===== config.mk =====
export PLATFORM = sky130hd
export DESIGN_NAME = preproc_frame_sequencer
export DESIGN_NICKNAME = d
export VERILOG_FILES = /design/src/rtl/preproc_pkg.sv /design/src/rtl/preproc_pos_counter.sv /design/src/rtl/preproc_frame_sequencer.sv
export SDC_FILE = /design/constraint.sdc
export NUM_CORES = 1
export LEC_CHECK = 0
export CORE_MARGIN = 2
export CORE_UTILIZATION = 54
export CTS_BUF_LIST = sky130_fd_sc_hd__clkbuf_8
export DETAILED_ROUTE_END_ITERATION = 12
export HOLD_SLACK_MARGIN = 0.03
export PLACE_DENSITY_LB_ADDON = 0.05
export SETUP_SLACK_MARGIN = 0.1
export SLEW_MARGIN = 0
export SYNTH_ARGS = -nofsm -noshare
export SYNTH_HDL_FRONTEND = slang
export SYNTH_SLANG_ARGS = --single-unit

===== constraint.sdc =====
create_clock -name clk -period 6.3 [get_ports clk]
set_input_delay 1.26 -clock clk [delete_from_list [all_inputs] [get_ports clk]]
set_output_delay 1.26 -clock clk [all_outputs]
set_load 0.03 [all_outputs]

===== src/rtl/preproc_pkg.sv =====
`default_nettype none
// ============================================================================
//  Module   : preproc_pkg
//  Brief    : Shared types and defaults for the preprocessing frame sequencer
//  Revision : 1.0 - initial release
// ============================================================================
package preproc_pkg;

    localparam int c_RGB565_W       = 16;
    localparam int c_DEF_IMG_WIDTH  = 640;
    localparam int c_DEF_IMG_HEIGHT = 480;

    typedef logic [c_RGB565_W-1:0] pixel_t;

    typedef enum logic [2:0] {
        IDLE     = 3'd0,
        WAIT_SOF = 3'd1,
        ACTIVE   = 3'd2,
        PAD      = 3'd3,
        DROP     = 3'd4
    } state_t;

endpackage
`default_nettype wire


===== src/rtl/preproc_pos_counter.sv =====
`default_nettype none
// ============================================================================
//  Module   : preproc_pos_counter
//  Brief    : Column/row counter for the frame sequencer. Holds the position
//             of the next pixel to be emitted; i_clr restarts at (0,0) and
//             combines with i_x_inc / i_line_inc in the same cycle.
//  Revision : 1.0 - initial release
// ============================================================================
module preproc_pos_counter #(
    parameter int IMG_WIDTH  = 640,
    parameter int IMG_HEIGHT = 480,
    parameter int X_W        = 10,
    parameter int Y_W        = 9
) (
    input  logic           clk,
    input  logic           rst,
    input  logic           i_clr,
    input  logic           i_x_inc,
    input  logic           i_line_inc,
    output logic [X_W-1:0] o_x,
    output logic [Y_W-1:0] o_y,
    output logic           o_last_col,
    output logic           o_last_row
);

    localparam logic [X_W-1:0] c_X_LAST = X_W'(IMG_WIDTH - 1);
    localparam logic [Y_W-1:0] c_Y_LAST = Y_W'(IMG_HEIGHT - 1);

    logic [X_W-1:0] r_x;
    logic [Y_W-1:0] r_y;
    logic [X_W-1:0] w_base_x;
    logic [Y_W-1:0] w_base_y;

    // A restart replaces the stored position before any increment applies
    always_comb begin
        w_base_x = i_clr ? '0 : r_x;
        w_base_y = i_clr ? '0 : r_y;
    end

    // Position update: end of line wins over a column step
    always_ff @(posedge clk or posedge rst) begin
        if (rst) begin
            r_x <= '0;
            r_y <= '0;
        end else if (i_line_inc) begin
            r_x <= '0;
            r_y <= (w_base_y == c_Y_LAST) ? '0 : w_base_y + 1'b1;
        end else begin
            r_x <= i_x_inc ? w_base_x + 1'b1 : w_base_x;
            r_y <= w_base_y;
        end
    end

    assign o_x        = r_x;
    assign o_y        = r_y;
    assign o_last_col = (r_x == c_X_LAST);
    assign o_last_row = (r_y == c_Y_LAST);

endmodule
`default_nettype wire


===== src/rtl/preproc_frame_sequencer.sv =====
`default_nettype none
// ============================================================================
//  Module   : preproc_frame_sequencer
//  Brief    : Locks the camera pixel stream to frame start and emits exactly
//             IMG_WIDTH x IMG_HEIGHT pixels per frame into the RGB565
//             preprocessing stage (short lines padded, long lines truncated,
//             mid-frame sof flushes the stage).
//             Optional macro PREPROC_FRAME_SKIP_EN: forward 1 of skip_n+1
//             frames; without it skip_n is ignored.
//  Revision : 1.0 - initial release
// ============================================================================
module preproc_frame_sequencer
    import preproc_pkg::*;
#(
    parameter int IMG_WIDTH  = c_DEF_IMG_WIDTH,
    parameter int IMG_HEIGHT = c_DEF_IMG_HEIGHT,
    parameter int ERR_W      = 8
) (
    input  logic                  clk,
    input  logic                  rst,
    input  logic                  enable,
    input  logic [c_RGB565_W-1:0] cam_pixel,
    input  logic                  cam_valid,
    input  logic                  cam_sof,
    input  logic                  cam_eol,
    input  logic [3:0]            skip_n,
    output logic [c_RGB565_W-1:0] pp_pixel,
    output logic                  pp_valid,
    output logic                  pp_flush,
    output logic                  frame_start,
    output logic                  frame_done,
    output logic [9:0]            x_pos,
    output logic [8:0]            y_pos,
    output logic                  busy,
    output logic [ERR_W-1:0]      err_count
);

    localparam int               c_X_W     = 10;
    localparam int               c_Y_W     = 9;
    localparam logic             c_W_ONE   = (IMG_WIDTH == 1);
    localparam logic             c_H_ONE   = (IMG_HEIGHT == 1);
    localparam logic [ERR_W-1:0] c_ERR_MAX = {ERR_W{1'b1}};

    state_t           r_state, w_next;
    logic             w_sof_px;
    logic             w_take, w_line_end, w_fwd, w_pad;
    logic             w_start, w_flush, w_done, w_err;
    logic             w_clr, w_x_inc, w_line_inc;
    logic             w_col_last, w_row_last;
    logic [c_X_W-1:0] w_x, w_out_x;
    logic [c_Y_W-1:0] w_y, w_out_y;
    logic             w_last_col, w_last_row;
    logic             w_suppress;

    pixel_t           r_pp_pixel;
    logic             r_pp_valid, r_pp_flush, r_frame_start, r_frame_done, r_busy;
    logic [c_X_W-1:0] r_x_pos;
    logic [c_Y_W-1:0] r_y_pos;
    logic [ERR_W-1:0] r_err_count;

    assign w_sof_px = cam_valid & cam_sof;

    preproc_pos_counter #(
        .IMG_WIDTH  (IMG_WIDTH),
        .IMG_HEIGHT (IMG_HEIGHT),
        .X_W        (c_X_W),
        .Y_W        (c_Y_W)
    ) u_pos (
        .clk        (clk),
        .rst        (rst),
        .i_clr      (w_clr),
        .i_x_inc    (w_x_inc),
        .i_line_inc (w_line_inc),
        .o_x        (w_x),
        .o_y        (w_y),
        .o_last_col (w_last_col),
        .o_last_row (w_last_row)
    );

    // State register
    always_ff @(posedge clk or posedge rst) begin
        if (rst) r_state <= IDLE;
        else     r_state <= w_next;
    end

    // Next state and per-cycle actions. A taken pixel (normal or sof) goes
    // through one shared line-length check so sof+eol is handled as a resync
    // followed by a short line, and coincident error causes count once.
    always_comb begin
        w_next     = r_state;
        w_take     = 1'b0;
        w_line_end = 1'b0;
        w_fwd      = 1'b0;
        w_pad      = 1'b0;
        w_start    = 1'b0;
        w_flush    = 1'b0;
        w_done     = 1'b0;
        w_err      = 1'b0;
        w_clr      = 1'b0;
        w_x_inc    = 1'b0;
        w_line_inc = 1'b0;
        w_out_x    = w_x;
        w_out_y    = w_y;
        w_col_last = w_last_col;
        w_row_last = w_last_row;

        case (r_state)
            IDLE: begin
                if (enable) w_next = WAIT_SOF;
            end
            WAIT_SOF: begin
                if (!enable)       w_next = IDLE;
                else if (w_sof_px) w_take = 1'b1;
            end
            ACTIVE: begin
                if (cam_valid) begin
                    w_take = 1'b1;
                    if (cam_sof) begin
                        w_flush = 1'b1;
                        w_err   = 1'b1;
                    end
                end
            end
            PAD: begin
                if (w_sof_px) begin
                    w_take  = 1'b1;
                    w_flush = 1'b1;
                    w_err   = 1'b1;
                end else begin
                    w_pad = 1'b1;
                    if (cam_valid)  w_err      = 1'b1;
                    if (w_last_col) w_line_end = 1'b1;
                    else            w_x_inc    = 1'b1;
                end
            end
            DROP: begin
                if (w_sof_px) begin
                    w_take  = 1'b1;
                    w_flush = 1'b1;
                    w_err   = 1'b1;
                end else if (cam_valid && cam_eol) begin
                    w_line_end = 1'b1;
                end
            end
            default: w_next = IDLE;
        endcase

        if (w_take) begin
            w_fwd  = 1'b1;
            w_next = ACTIVE;
            if (cam_sof) begin
                w_start    = 1'b1;
                w_clr      = 1'b1;
                w_out_x    = '0;
                w_out_y    = '0;
                w_col_last = c_W_ONE;
                w_row_last = c_H_ONE;
            end
            if (cam_eol && w_col_last) begin
                w_line_end = 1'b1;
            end else if (cam_eol) begin
                w_err   = 1'b1;
                w_next  = PAD;
                w_x_inc = 1'b1;
            end else if (w_col_last) begin
                w_err  = 1'b1;
                w_next = DROP;
            end else begin
                w_x_inc = 1'b1;
            end
        end

        if (w_line_end) begin
            w_line_inc = 1'b1;
            if (w_row_last) begin
                w_done = 1'b1;
                w_next = enable ? WAIT_SOF : IDLE;
            end else begin
                w_next = ACTIVE;
            end
        end
    end

`ifdef PREPROC_FRAME_SKIP_EN
    logic [3:0] r_frame_cnt;
    logic [3:0] r_skip_n;

    // Decimation counter: advances per completed frame, wraps at the ratio latched at frame start
    always_ff @(posedge clk or posedge rst) begin
        if (rst) begin
            r_frame_cnt <= 4'd0;
            r_skip_n    <= 4'd0;
        end else begin
            if (w_start) r_skip_n <= skip_n;
            if (w_done)  r_frame_cnt <= (r_frame_cnt >= r_skip_n) ? 4'd0 : r_frame_cnt + 4'd1;
        end
    end

    assign w_suppress = (r_frame_cnt != 4'd0);
`else
    logic [3:0] w_unused_skip_n;
    assign w_unused_skip_n = skip_n;
    assign w_suppress      = 1'b0;
`endif

    // Output registers; pixel and position hold their last emitted value
    always_ff @(posedge clk or posedge rst) begin
        if (rst) begin
            r_pp_pixel    <= '0;
            r_pp_valid    <= 1'b0;
            r_pp_flush    <= 1'b0;
            r_frame_start <= 1'b0;
            r_frame_done  <= 1'b0;
            r_x_pos       <= '0;
            r_y_pos       <= '0;
            r_busy        <= 1'b0;
            r_err_count   <= '0;
        end else begin
            r_pp_valid    <= (w_fwd | w_pad) & ~w_suppress;
            r_frame_start <= w_start & ~w_suppress;
            r_frame_done  <= w_done;
            r_pp_flush    <= w_flush;
            r_busy        <= (w_next != IDLE);
            if (w_fwd) r_pp_pixel <= cam_pixel;
            if (w_fwd | w_pad) begin
                r_x_pos <= w_out_x;
                r_y_pos <= w_out_y;
            end
            if (w_err && (r_err_count != c_ERR_MAX)) r_err_count <= r_err_count + 1'b1;
        end
    end

    assign pp_pixel    = r_pp_pixel;
    assign pp_valid    = r_pp_valid;
    assign pp_flush    = r_pp_flush;
    assign frame_start = r_frame_start;
    assign frame_done  = r_frame_done;
    assign x_pos       = r_x_pos;
    assign y_pos       = r_y_pos;
    assign busy        = r_busy;
    assign err_count   = r_err_count;

endmodule
`default_nettype wire


==> impl_metrics.csv <==
group,metric,value,unit
floorplan,die_width,81.4,um
cells_and_area,final_common_cell,"dfrtp_1",
critical_path,arrival,3.80,ns
global_routing,grt_usage,21.7,%
synth,syn-num-nets,321,
power,p_int,0.886,mW
critical_path,path_max_fanout,11,
clock_network,cts_inserted_buffers,9,
cells_and_area,nFillCells,461,
detailed_routing,ant_nets,0,
cells_and_area,final_cell_mix,"dfrtp_1, clkdlybuf4s50_1, nand2_1",
power,comb_power_share,28.7,%
global_routing,grt-ovfl-total,0,
power,pwr-share-clk,27.6,%
timing,worstMarginPinSlew,0.881,ns
clock_network,cts_setup_buffers,0,
floorplan,fp.dieH,81.4,um
detailed_routing,dr.pass1.iters,5,
critical_path,start_kind,"primary input",
global_routing,grt_pass1_vias,2291,
timing,slew_headroom,41.3,%
synth,avgSynthCellArea,11.1,um2
global_routing,antenna_found_initial,0,
synth,yosysUniqueCellTypes,52,
clock_network,clkTransAtPathRegs,0.08,ns
synth,netlist_area,3240,um2
detailed_routing,drcViolationCount,0,
clock_network,cts_tree,"built",
job,maxCapViolCount,0,
synth,synthFlopType,"dfrtp_1",
critical_path,cpPeakStageDelay,0.50,ns
timing,finalHoldViolCount,0,
power,vdd_ir_drop_max,0.000230,V
synth,ys_seq_area_share,54.1,%
clock_network,post_cts_resize_count,0,
clock_network,holdBufCountCts,0,
synth,yosys_register_bits,70,
clock_network,root_buffer,"clkbuf_8",
synth,synth-edff-count,0,
power,power_switching,0.436,mW
detailed_routing,drtIter0Drc,217,
place,dpl.hpwl,4.61,mm
global_routing,grt_pass1_wl,10.9,mm
floorplan,num_io_pins,74,
place,io_buffers,69,
timing,worst_slack,2.73,ns
power,switching_share,33.0,%
cells_and_area,layout-drive-gt1-share,14.3,%
clock_network,clock_sinks,70,
timing,clock_skew,0.0106,ns
timing,setup_viol,0,
floorplan,core.rowCount,28,
power,power.density,314,nW/um2
cells_and_area,layout.area.seq,1750,um2
clock_network,htree_levels,3,
power,p_leak,1.83,nW
critical_path,crit_type,"in -> reg",
hold_path,hold_path_class,"reg -> reg",
status,status,"finished clean",
place,gp_congestion,0.837,
synth,ys_warn_count,0,
cells_and_area,diodes,0,
place,placedCellCount,430,
cells_and_area,multiInputGateArea,1420,um2
cells_and_area,finalCoreUtilization,72.0,%
timing,rsz0062_at_grt,"no",
detailed_routing,routed_via_density,5.54,
cells_and_area,final_nets,395,
timing,slew_viol_final,0,
cells_and_area,synthToLayoutAreaGrowth,30.1,%
floorplan,die-area,6630,um2
clock_network,worst_skew_pair.late_latency,0.35,ns
timing,finalCritPeriodShare,56.7,%
critical_path,cp-end-kind,"register",
clock_network,cts_buffer_depth,2,
power,power_frac_seq,43.8,%
synth,synthArstFlopShare,100,%
critical_path,crit_chain,"clkdlybuf4s50_1 > a21oi_1 > o21ai_0 > nand2_1 > nand2_1 > inv_1 > ha_1 > nand3_1 > nor2_1 > nand3_1 > a21oi_1 > a211oi_1",
detailed_routing,post_drt_wl_per_cell,14.6,um
cells_and_area,instances_no_fill,446,
place,place_ws,2.42,ns
critical_path,worst_ep_required_time,6.52,ns
detailed_routing,via_count,2472,
detailed_routing,wl,6.53,mm
floorplan,core_area,5850,um2
timing,fmax,280,MHz
timing,tns,0,ns
floorplan,start_util,55.3,%
critical_path,crit_slowest_cell,"clkdlybuf4s50_1",
global_routing,grt_max_degree,71,
synth,synth_cells,292,
timing,min_period,3.57,ns
metrics by stage:
step	hold slack [ns]	total power [mW]	cell area [um2]
after detailed placement	0.472	0.966	4010
after global routing	0.519	1.39	4210
after CTS	0.489	1.33	4210
after floorplan	0.466	0.813	3240
after global placement	0.461	0.957	4010
final	0.482	1.32	4210
logic make-up after synthesis:
| logic type | after synthesis | synth area share [%] |
|---|---|---|
| xor gates and xnor gates | 12 | 3.25 |
| muxes | 26 | 8.93 |
| adders and majority gates | 3 | 1.16 |
| and+or+nand+nor | 109 | 18.8 |
| AOI/OAI and AO/OA | 55 | 11.7 |
| buffers and inverters | 17 | 2.13 |
| DFF | 70 | 54.1 |
cells in the mapped netlist (4+ instances only):
master	instances	area share (%)
inv_1	7	0.81
o21ai_0	16	2.5
clkbuf_1	5	0.58
nor2_1	24	2.8
nand2_1	31	3.6
nor2b_1	4	0.77
and2_1	4	0.77
a22o_1	11	3.0
nand4_1	5	0.97
nand3_1	15	2.3
xor2_1	9	2.4
buf_2	4	0.62
dfrtp_1	70	54
mux2_2	22	7.7
a21oi_1	12	1.9
area by class of cell:
class / count / share of cell area [%]
Clock buffer: 11 / 3.59
Inverter: 8 / 0.713
Timing Repair Buffer: 72 / 16.9
Clock inverter: 5 / 1.19
Sequential cell: 70 / 41.6
Tap cell: 75 / 2.23
Multi-Input combinational cell: 205 / 33.7
power groups by stage:
stage          Combinational (mW)  Clock [mW]  Sequential (mW)
4_1_cts                     0.383       0.374            0.577
6_report                    0.379       0.364            0.579
2_1_floorplan               0.137           0            0.676
5_1_grt                     0.409       0.394            0.589
3_5_place_dp                0.382           0            0.585
3_3_place_gp                0.374           0            0.583
registers in the layout, summed over array words and instances (netlist names):
signal and cells:
busy 1, err_count 8, frame_done 1, frame_start 1
pp_flush 1, pp_pixel 16, pp_valid 1, r_state 3
u_pos.o_x 10, u_pos.o_y 9, x_pos 10, y_pos 9
worst max-delay path, delay by kind of cell:
family / cells / cell delay, ns
buf+inv: 2 / 0.59
fa+ha+maj: 1 / 0.16
simple gates: 5 / 1.10
compound gates: 4 / 0.67
worst paths after layout:
check	start	end	slack [ns]	depth (start not counted)
setup / recovery	enable	u_pos.o_y[3]	2.73	12
hold reg to reg	y_pos[2]	y_pos[2]	0.48	2
hold / removal	y_pos[2]	y_pos[2]	0.48	2
setup reg to reg	r_state[0]	u_pos.o_y[6]	3.50	11
max in group asynchronous	rst	pp_pixel[0]	4.23	3
min in group asynchronous	rst	u_pos.o_x[6]	1.50	3
routing by layer:
layer	vias to the layer above	global-route usage, %	share of wire, %
met5	-	0	0
met4	0	8.98	1.4
met3	8	7.03	4.9
met2	52	32.0	47
met1	1218	29.6	47
li1	1194	-	-
No activity file was read; power rests on OpenSTA's default activity.
